## src/rtl/fifo_pkg.sv

```systemverilog
`default_nettype none
// ============================================================================
// Module : fifo_pkg
// Brief  : Shared defaults and width helpers for the parametrised sync FIFO.
// Rev    : 1.0 - initial release
// ============================================================================
package fifo_pkg;

  // Default geometry, matching the fixed 8x16 FIFO this block replaces
  localparam int unsigned DEFAULT_WIDTH    = 8;
  localparam int unsigned DEFAULT_DEPTH    = 16;
  localparam int unsigned DEFAULT_AF_LEVEL = 12;
  localparam int unsigned DEFAULT_AE_LEVEL = 2;

  // Pointer width: enough bits to address DEPTH entries (at least 1)
  function automatic int unsigned addr_width(input int unsigned depth);
    return (depth <= 1) ? 1 : $clog2(depth);
  endfunction

  // Occupancy width: one extra bit so the value DEPTH itself is representable
  function automatic int unsigned cnt_width(input int unsigned depth);
    return addr_width(depth) + 1;
  endfunction

endpackage : fifo_pkg
`default_nettype wire

```

## src/rtl/fifo_mem_2p.sv

```systemverilog
`default_nettype none
// ============================================================================
// Module : fifo_mem_2p
// Brief  : WIDTH x DEPTH storage, one write port and one registered read port.
//          Array contents are not reset; only the read register is.
// Rev    : 1.0 - initial release
// ============================================================================
module fifo_mem_2p
  import fifo_pkg::*;
#(
  parameter int unsigned WIDTH  = DEFAULT_WIDTH,
  parameter int unsigned DEPTH  = DEFAULT_DEPTH,
  parameter int unsigned ADDR_W = addr_width(DEPTH)
) (
  input  logic              clk_i,
  input  logic              rst_n_i,
  input  logic              we_i,
  input  logic [ADDR_W-1:0] waddr_i,
  input  logic [WIDTH-1:0]  wdata_i,
  input  logic              re_i,
  input  logic [ADDR_W-1:0] raddr_i,
  output logic [WIDTH-1:0]  rdata_o
);

  logic [WIDTH-1:0] mem_q [DEPTH];
  logic [WIDTH-1:0] rdata_q;

  // Write port: plain RAM-style storage, no reset so it maps onto memory cells
  always_ff @(posedge clk_i) begin
    if (we_i) begin
      mem_q[waddr_i] <= wdata_i;
    end
  end

  // Read port: output register updates only on an accepted read, else holds
  always_ff @(posedge clk_i or negedge rst_n_i) begin
    if (!rst_n_i) begin
      rdata_q <= '0;
    end else if (re_i) begin
      rdata_q <= mem_q[raddr_i];
    end
  end

  assign rdata_o = rdata_q;

endmodule : fifo_mem_2p
`default_nettype wire

```

## src/rtl/fifo_sync_param.sv

```systemverilog
`default_nettype none
// ============================================================================
// Module : fifo_sync_param
// Brief  : Parametrised single-clock FIFO with concurrent read/write,
//          almost-full/almost-empty thresholds, synchronous flush and sticky
//          overflow/underflow error flags.
// Rev    : 1.0 - initial release
// ============================================================================
module fifo_sync_param
  import fifo_pkg::*;
#(
  parameter int unsigned WIDTH    = DEFAULT_WIDTH,
  parameter int unsigned DEPTH    = DEFAULT_DEPTH,
  parameter int unsigned AF_LEVEL = DEFAULT_AF_LEVEL,
  parameter int unsigned AE_LEVEL = DEFAULT_AE_LEVEL,
  localparam int unsigned ADDR_W  = addr_width(DEPTH),
  localparam int unsigned CNT_W   = cnt_width(DEPTH)
) (
  input  logic             clk_i,
  input  logic             rst_n_i,
  input  logic             clr_i,
  input  logic             wr_i,
  input  logic [WIDTH-1:0] data_in_i,
  input  logic             rd_i,
  output logic [WIDTH-1:0] data_out_o,
  output logic             empty_o,
  output logic             full_o,
  output logic             almost_empty_o,
  output logic             almost_full_o,
  output logic [CNT_W-1:0] cnt_o,
  output logic             overflow_o,
  output logic             underflow_o
);

  localparam logic [CNT_W-1:0]  C_DEPTH    = CNT_W'(DEPTH);
  localparam logic [CNT_W-1:0]  C_AF_LEVEL = CNT_W'(AF_LEVEL);
  localparam logic [CNT_W-1:0]  C_AE_LEVEL = CNT_W'(AE_LEVEL);
  localparam logic [ADDR_W-1:0] C_PTR_ONE  = ADDR_W'(1);

  // Pointer / occupancy state
  logic [ADDR_W-1:0] rd_ptr_q, rd_ptr_d;
  logic [ADDR_W-1:0] wr_ptr_q, wr_ptr_d;
  logic [CNT_W-1:0]  cnt_q,    cnt_d;

  // Status and sticky error flags, all registered from the next occupancy
  logic empty_q,    empty_d;
  logic full_q,     full_d;
  logic aempty_q,   aempty_d;
  logic afull_q,    afull_d;
  logic overflow_q, overflow_d;
  logic underflow_q, underflow_d;

  // Access qualification
  logic rd_acc;
  logic wr_acc;
  logic mem_we;
  logic mem_re;

  // A read is only honoured with data present; a write into a full FIFO is
  // honoured when a read frees a slot on the same edge.
  always_comb begin
    rd_acc = rd_i & ~empty_q;
    wr_acc = wr_i & (~full_q | rd_acc);
    // Flush wins over any access, so memory and read register are left alone
    mem_we = wr_acc & ~clr_i;
    mem_re = rd_acc & ~clr_i;
  end

  // Next-state for pointers, occupancy, status and error flags
  always_comb begin
    rd_ptr_d    = rd_ptr_q;
    wr_ptr_d    = wr_ptr_q;
    cnt_d       = cnt_q;
    empty_d     = empty_q;
    full_d      = full_q;
    aempty_d    = aempty_q;
    afull_d     = afull_q;
    overflow_d  = overflow_q;
    underflow_d = underflow_q;

    if (clr_i) begin
      rd_ptr_d    = '0;
      wr_ptr_d    = '0;
      cnt_d       = '0;
      empty_d     = 1'b1;
      full_d      = 1'b0;
      aempty_d    = 1'b1;
      afull_d     = 1'b0;
      overflow_d  = 1'b0;
      underflow_d = 1'b0;
    end else begin
      // Pointers wrap naturally because DEPTH is a power of two
      if (rd_acc) begin
        rd_ptr_d = rd_ptr_q + C_PTR_ONE;
      end
      if (wr_acc) begin
        wr_ptr_d = wr_ptr_q + C_PTR_ONE;
      end

      cnt_d = cnt_q + CNT_W'(wr_acc) - CNT_W'(rd_acc);

      // Flags track cnt_d so they move on the same edge as the access
      empty_d  = (cnt_d == '0);
      full_d   = (cnt_d == C_DEPTH);
      aempty_d = (cnt_d <= C_AE_LEVEL);
      afull_d  = (cnt_d >= C_AF_LEVEL);

      // Refused requests only leave a sticky trace, nothing else changes
      overflow_d  = overflow_q  | (wr_i & ~wr_acc);
      underflow_d = underflow_q | (rd_i & ~rd_acc);
    end
  end

  // State register; reset puts the FIFO into the empty, error-free state
  always_ff @(posedge clk_i or negedge rst_n_i) begin
    if (!rst_n_i) begin
      rd_ptr_q    <= '0;
      wr_ptr_q    <= '0;
      cnt_q       <= '0;
      empty_q     <= 1'b1;
      full_q      <= 1'b0;
      aempty_q    <= 1'b1;
      afull_q     <= 1'b0;
      overflow_q  <= 1'b0;
      underflow_q <= 1'b0;
    end else begin
      rd_ptr_q    <= rd_ptr_d;
      wr_ptr_q    <= wr_ptr_d;
      cnt_q       <= cnt_d;
      empty_q     <= empty_d;
      full_q      <= full_d;
      aempty_q    <= aempty_d;
      afull_q     <= afull_d;
      overflow_q  <= overflow_d;
      underflow_q <= underflow_d;
    end
  end

  fifo_mem_2p #(
    .WIDTH  (WIDTH),
    .DEPTH  (DEPTH),
    .ADDR_W (ADDR_W)
  ) u_mem (
    .clk_i   (clk_i),
    .rst_n_i (rst_n_i),
    .we_i    (mem_we),
    .waddr_i (wr_ptr_q),
    .wdata_i (data_in_i),
    .re_i    (mem_re),
    .raddr_i (rd_ptr_q),
    .rdata_o (data_out_o)
  );

  assign empty_o        = empty_q;
  assign full_o         = full_q;
  assign almost_empty_o = aempty_q;
  assign almost_full_o  = afull_q;
  assign cnt_o          = cnt_q;
  assign overflow_o     = overflow_q;
  assign underflow_o    = underflow_q;

endmodule : fifo_sync_param
`default_nettype wire

```

## config.mk

```make
export PLATFORM = sky130hd
export DESIGN_NAME = fifo_sync_param
export DESIGN_NICKNAME = d
export VERILOG_FILES = /design/src/rtl/fifo_pkg.sv /design/src/rtl/fifo_mem_2p.sv /design/src/rtl/fifo_sync_param.sv
export SDC_FILE = /design/constraint.sdc
export NUM_CORES = 1
export LEC_CHECK = 0
export CAP_MARGIN = 20
export CORE_MARGIN = 5
export CORE_UTILIZATION = 25
export CTS_BUF_LIST = sky130_fd_sc_hd__clkbuf_4
export DETAILED_ROUTE_END_ITERATION = 10
export PLACE_DENSITY = 0.41
export SYNTH_ARGS = -nofsm -noshare
export SYNTH_HDL_FRONTEND = slang
export SYNTH_SLANG_ARGS = --single-unit
```

## constraint.sdc

```tcl
create_clock -name clk_i -period 2.5 [get_ports clk_i]
set_input_delay 0.25 -clock clk_i [delete_from_list [all_inputs] [get_ports clk_i]]
set_output_delay 0.25 -clock clk_i [all_outputs]
set_load 0.05 [all_outputs]
```

=== After elaboration in Yosys (flattened, before gate mapping) ===
Memory sizes are Yosys's and may differ from the RTL's. A register that Yosys moved wholly into a read port is not among the register bits.
Cells that the tools add are included.

* Add/sub/neg operators: 4
* $lt $le $gt $ge: 2
* Equality and inequality tests: 1
* Multiplexer cells: 13
* Bitwise logic cells: 14
* Reduce and logical (&&, ||, !) cells: 4

{| class="wikitable"
|+ Operator list
! cell !! count
|-
| $mux 4 || 4
|-
| $add 4x1->4 const B || 2
|-
| $mux 1 || 8
|-
| $and 1x1->1 || 6
|-
| $add 5x1->5 || 1
|-
| $eq 5x5->1 const B || 1
|-
| $ge 5x4->1 const B || 1
|-
| $le 5x2->1 const B || 1
|-
| $logic_not 5->1 || 1
|-
| $mux 5 || 1
|-
| $not 1->1 || 5
|-
| $sub 5x1->5 || 1
|-
| $reduce_bool 2->1 || 2
|-
| $or 1x1->1 || 3
|-
| $logic_not 1->1 || 1
|}

* Register bits: 19
* Bits in writable memories: 128
* Bits of input ports: 13
* Output and inout bits: 19
* Word-level logic and storage cells: 48
* Memories: 1

{| class="wikitable"
|+ Memories
! memory !! words !! bits a word !! read ports !! clocked after memory_dff !! write ports !! RTL line !! RTL
|-
| u_mem.mem_q || 16 || 8 || 1 || 1 || 1 || fifo_mem_2p.sv:25 || <nowiki>logic [WIDTH-1:0] mem_q [DEPTH];</nowiki>
|}

=== Depth between registers and ports, before layout ===
* Depth in word-level cells: 8
* Gate-level depth with buffers: 13
* Depth with buffers taken out: 13

=== Hierarchy ===
Synthesis repeated with hierarchy kept, for this count alone.

* Cell total of the unflattened synthesis: 342
* Area total of the unflattened synthesis: 6357.3 µm²

{| class="wikitable"
|+ By module, submodules not included
! module !! instances !! cells each !! area an instance (µm²) !! sequential area each (µm²)
|-
| fifo_mem_2p || 1 || 240 || 5331.4 || 4043.9
|-
| fifo_sync_param || 1 || 102 || 1026.0 || 478.0
|}

=== Worst setup path before layout ===
Ideal clock, no wire load.

* Path kind: reg-to-reg
* From: register empty_q, in the netlist empty_o
* To: register full_q, in the netlist full_o
* Setup time: 0.068 ns
* Arrival: 2.707 ns
* Data required time: 2.432 ns
* Slack: -0.276 ns
* Cell stages (with the launch flop): 14
* Buffers on the path: 0
* Period minus slack after synthesis: 2.776 ns
* Cell sequence: dfstp_2 -> nand2b_1 -> a21boi_2 -> inv_1 -> ha_1 -> inv_1 -> ha_1 -> inv_1 -> fa_1 -> nor2b_1 -> o21ai_0 -> a211o_1 -> nand2_1 -> and4_1

* Cells in the longest elaborated chain, start to end: 8

{| class="wikitable"
|+ Ends and longest elaborated chain
! element !! RTL line !! RTL
|-
| start, declared || fifo_sync_param.sv:46 || <nowiki>logic empty_q, empty_d;</nowiki>
|-
| start signal, assigned || fifo_sync_param.sv:130 || <nowiki>empty_q <= empty_d;</nowiki>
|-
| $not 1->1 * || fifo_sync_param.sv:62 || <nowiki>rd_acc = rd_i & ~empty_q;</nowiki>
|-
| $and 1x1->1 * || fifo_sync_param.sv:62 ||
|-
| $or 1x1->1 || fifo_sync_param.sv:63 || <nowiki>wr_acc = wr_i & (~full_q | rd_acc);</nowiki>
|-
| $and 1x1->1 || fifo_sync_param.sv:63 ||
|-
| $add 5x1->5 || fifo_sync_param.sv:100 || <nowiki>cnt_d = cnt_q + CNT_W'(wr_acc) - CNT_W'(rd_acc);</nowiki>
|-
| $sub 5x1->5 * || fifo_sync_param.sv:100 ||
|-
| $eq 5x5->1 * || fifo_sync_param.sv:104 || <nowiki>full_d = (cnt_d == C_DEPTH);</nowiki>
|-
| $mux 1 * || fifo_sync_param.sv:81 || <nowiki>if (clr_i) begin</nowiki>
|-
| named net full_d || fifo_sync_param.sv:47 || <nowiki>logic full_q, full_d;</nowiki>
|-
| end signal, assigned || fifo_sync_param.sv:131 || <nowiki>full_q <= full_d;</nowiki>
|-
| end, declared || fifo_sync_param.sv:47 ||
|}

The timed path passes the listed nets; every way through them passes the cells marked *.
A chain may end at the register's enable or synchronous reset.

=== Worst setup path in the final report ===
Same ends and word-level chain as after synthesis.

==> flow_summary.yaml <==
place:
  io_buffers: 31
  place_area_mm2: 0.00719
  place_inst: 729
  place_worst_setup_slack_ns: -0.236
  hpwl_mm: 8.61
  place.gp.congestion: 0.687
synthesis:
  synth_ff_type: "edfxtp_1"
  ys_ff_latch: 155
  synth-edff-count: 128
  yosysSeqAreaShare: 0.719
  synth_nets: 378
  yosys.area.top_type: "edfxtp_1"
  synth_top_area_frac: 0.611
  yosys-top-cells-area: "edfxtp_1, dfrtp_1, mux4_2"
  synth.distinct_cells: 39
  postSynthAreaPerCell_um2: 17.8
  yosysWarnings: 0
  syn_area_mm2: 0.00629
  synthCells: 354
  synth_async_sr_flop_share: 0.174
cts:
  ctsHoldBuffers: 0
  cts_sinks: 155
  clkLatencyLatePin_ns: 0.54
  clk_path_buf_depth: 2
  root_buffer: "clkbuf_4"
  numCtsBuffers: 17
  cts_tree: "done"
  cts.reportedPaths.clkPinSlew_ns: 0.12
  htree_levels: 4
cells_and_area:
  fin_area_mm2: 0.00753
  syn_to_final_growth_pct: 19.8
  fin_nets: 444
  drive_gt1_frac: 0.249
  fill_cells: 2507
  final_cells: 764
grt:
  overflow: 0
  grt_pass1_wl_mm: 21.2
  antenna_found_initial: 1
  grt_start_max_net_pins: 37
  grt_pass1_vias: 3426
  grtUsageTotal: 0.102
floorplan:
  rows: 58
  die_w_um: 169
  ios: 32
  fp.dieH_um: 169
  fp.coreArea_mm2: 0.0250
  die_area_mm2: 0.0284
  start_util: 0.252
setup_path:
  reg2reg_from: "empty_o$_DFF_PN1_"
  end_kind: "register"
  crit_path_end: "full_o$_DFF_PN0_"
  path_max_fanout: 2
  crit_chain: "nand2b_4, buf_6, inv_4, ha_4, inv_2, ha_4, inv_2, fa_2, nor2b_2, o21ai_2, a211o_1, nand2_2, and4_1"
  max_stage_delay_ns: 0.55
  r2r-end: "full_o$_DFF_PN0_"
  arrival_ns: 2.82
  r2r_cells: 13
  critical_path.startpoint: "empty_o$_DFF_PN1_"
  r2r_slack_ns: 0.14
  start_kind: "register"
  critPathKind: "register to register"
  worstPathRequired_ns: 2.97
  critPathSlowestCell: "dfstp_2"
power_and_ir_drop:
  clkPwrFrac: 0.234
  p_seq_frac: 0.467
  power_density_mw_per_mm2: 878
  p_leak_nw: 2.50
  power_mw: 6.62
  vdd_ir_drop_max_v: 0.000522
  p_comb_frac: 0.299
  power_switching_mw: 2.17
  power.internal_mw: 4.45
  switching_share: 0.328
flow_run:
  maxCapViolCount: 0
sta:
  drv_slew: 0
  relSlewSlack: 0.589
  fmax_ghz: 0.424
  hold_violations: 0
  finalCritPeriodShare: 0.942
  skew_ns: 0.0250
  finalCriticalPeriod_ns: 2.36
  worstMarginPinSlew_ns: 0.614
  setup_viol: 0
  rsz0062_at_grt: "true"
  worst_slack_ns: 0.144
  fin_tns_setup_ns: 0
route:
  wl_per_cell_um: 18.1
  vias: 3206
  finalWirelength_mm: 13.8
  first_pass_iters: 4
  drt_iter0_drc: 188
  drc: 0
  drt-vias-per-instance: 4.20
  final_antenna_net_count: 0
status:
  status: "complete, no violations"
hold_path:
  hp-class: "input port to asynchronous set/reset pin"
cell type report:
| cell class | instances | area, um^2 | area share |
|---|---|---|---|
| Tap cell | 330 | 413 | 0.0548 |
| Clock inverter | 12 | 139 | 0.0184 |
| Antenna cell | 1 | 2.50 | 0.000332 |
| Clock buffer | 20 | 150 | 0.0199 |
| Inverter | 11 | 43.8 | 0.00581 |
| Timing Repair Buffer | 62 | 584 | 0.0776 |
| Sequential cell | 155 | 4520 | 0.600 |
| Multi-Input combinational cell | 173 | 1680 | 0.223 |
worst max-delay path: cells and delay by family (launching register included):
family | cells | cell delay [ns]
AOI/OAI and AO/OA | 2 | 0.34
and+or+nand+nor | 4 | 0.52
adders and majority gates | 3 | 0.66
buffers and inverters | 4 | 0.22
DFF | 1 | 0.55
worst min path at each step:
stage | end | slack [ns]
2_1_floorplan | almost_full_o$_DFF_PN0_ | -0.05
3_3_place_gp | u_mem.rdata_o[7]$_DFFE_PN0P_ | 0.47
3_5_place_dp | u_mem.rdata_o[7]$_DFFE_PN0P_ | 0.48
4_1_cts | u_mem.rdata_o[4]$_DFFE_PN0P_ | 0.05
5_1_grt | cnt_o[3]$_DFF_PN0_ | 0.05
6_report | cnt_o[2]$_DFF_PN0_ | 0.10
cells in the final DEF (no fill, tap or decap), types with 8 or more instances in the layout:
cell,instances
mux4_1,8
nor2_1,40
nand2_1,18
dfrtp_1,25
clkdlybuf4s50_1,31
mux2_2,11
buf_4,27
clkbuf_4,20
edfxtp_1,128
mux4_2,22
a21oi_1,12
ha_1,8
cells by family (layout without fill, tap and decap cells):
kind of cell | count (synthesis) | in the layout | synth area share
AND/OR/NAND/NOR | 75 | 75 | 0.0523
flip-flops | 155 | 155 | 0.719
XOR/XNOR | 9 | 9 | 0.0125
buffers and inverters | 26 | 105 | 0.0221
AO/OA/AOI/OAI | 30 | 30 | 0.0279
multiplexers | 48 | 48 | 0.143
adder cells (fa/ha/maj) | 11 | 11 | 0.0231
other | 0 | 1 | 0
synthesized netlist by cell type (2+ instances only):
cell type,count
edfxtp_1,128
nor2_1,40
dfrtp_1,25
mux4_2,22
nand2_1,19
a21oi_1,12
inv_1,11
mux2_2,11
ha_1,10
mux4_1,8
mux2i_1,7
o21ai_1,6
xor2_1,6
buf_2,5
nand2b_1,4
nor2b_1,4
a31oi_1,3
buf_4,3
clkbuf_1,3
o21ai_0,3
xnor2_1,3
buf_1,2
dfstp_2,2
nand4_1,2
through the flow:
stage / util / hold slack (ns)
6_report: 0.302 / 0.101
2_1_floorplan: - / -0.0456
5_1_grt: 0.302 / 0.0524
3_5_place_dp: 0.288 / 0.477
4_1_cts: 0.301 / 0.0463
3_3_place_gp: 0.288 / 0.465
state kept, by name, summed over array words and instances (netlist names):
register and flops:
u_mem.mem_q 128, overflow_o 1, almost_full_o 1, wr_ptr_q 4, cnt_o 5, empty_o 1
u_mem.rdata_o 8, underflow_o 1, full_o 1, rd_ptr_q 4, almost_empty_o 1
metal layers:
metal	wire length, um	vias to the layer above	share of wire	global-route usage
li1	-	1497	-	-
met3	451	13	0.033	0.0248
met1	6700	1654	0.48	0.142
met2	6520	42	0.47	0.158
met4	160	0	0.012	0.0318
met5	0	-	0	0
power groups by stage:
stage	registers [mW]	logic [mW]	clock network, mW
detailed placement	3.15	1.94	0
finish	3.09	1.98	1.55
global placement	3.14	1.93	0
floorplan	3.57	0.847	0
CTS	3.09	2.00	1.62
global route	3.11	2.14	1.72
timing repair:
| item | CTS | global route |
|---|---|---|
| resized for setup | 6 | 4 |
| pin swaps | 3 | 4 |
| setup buffers | 2 | 0 |
| endpoints found under the setup margin | 4 | 5 |
| endpoints found under the hold margin | 0 | 0 |
(Power assumes the default switching activity.)
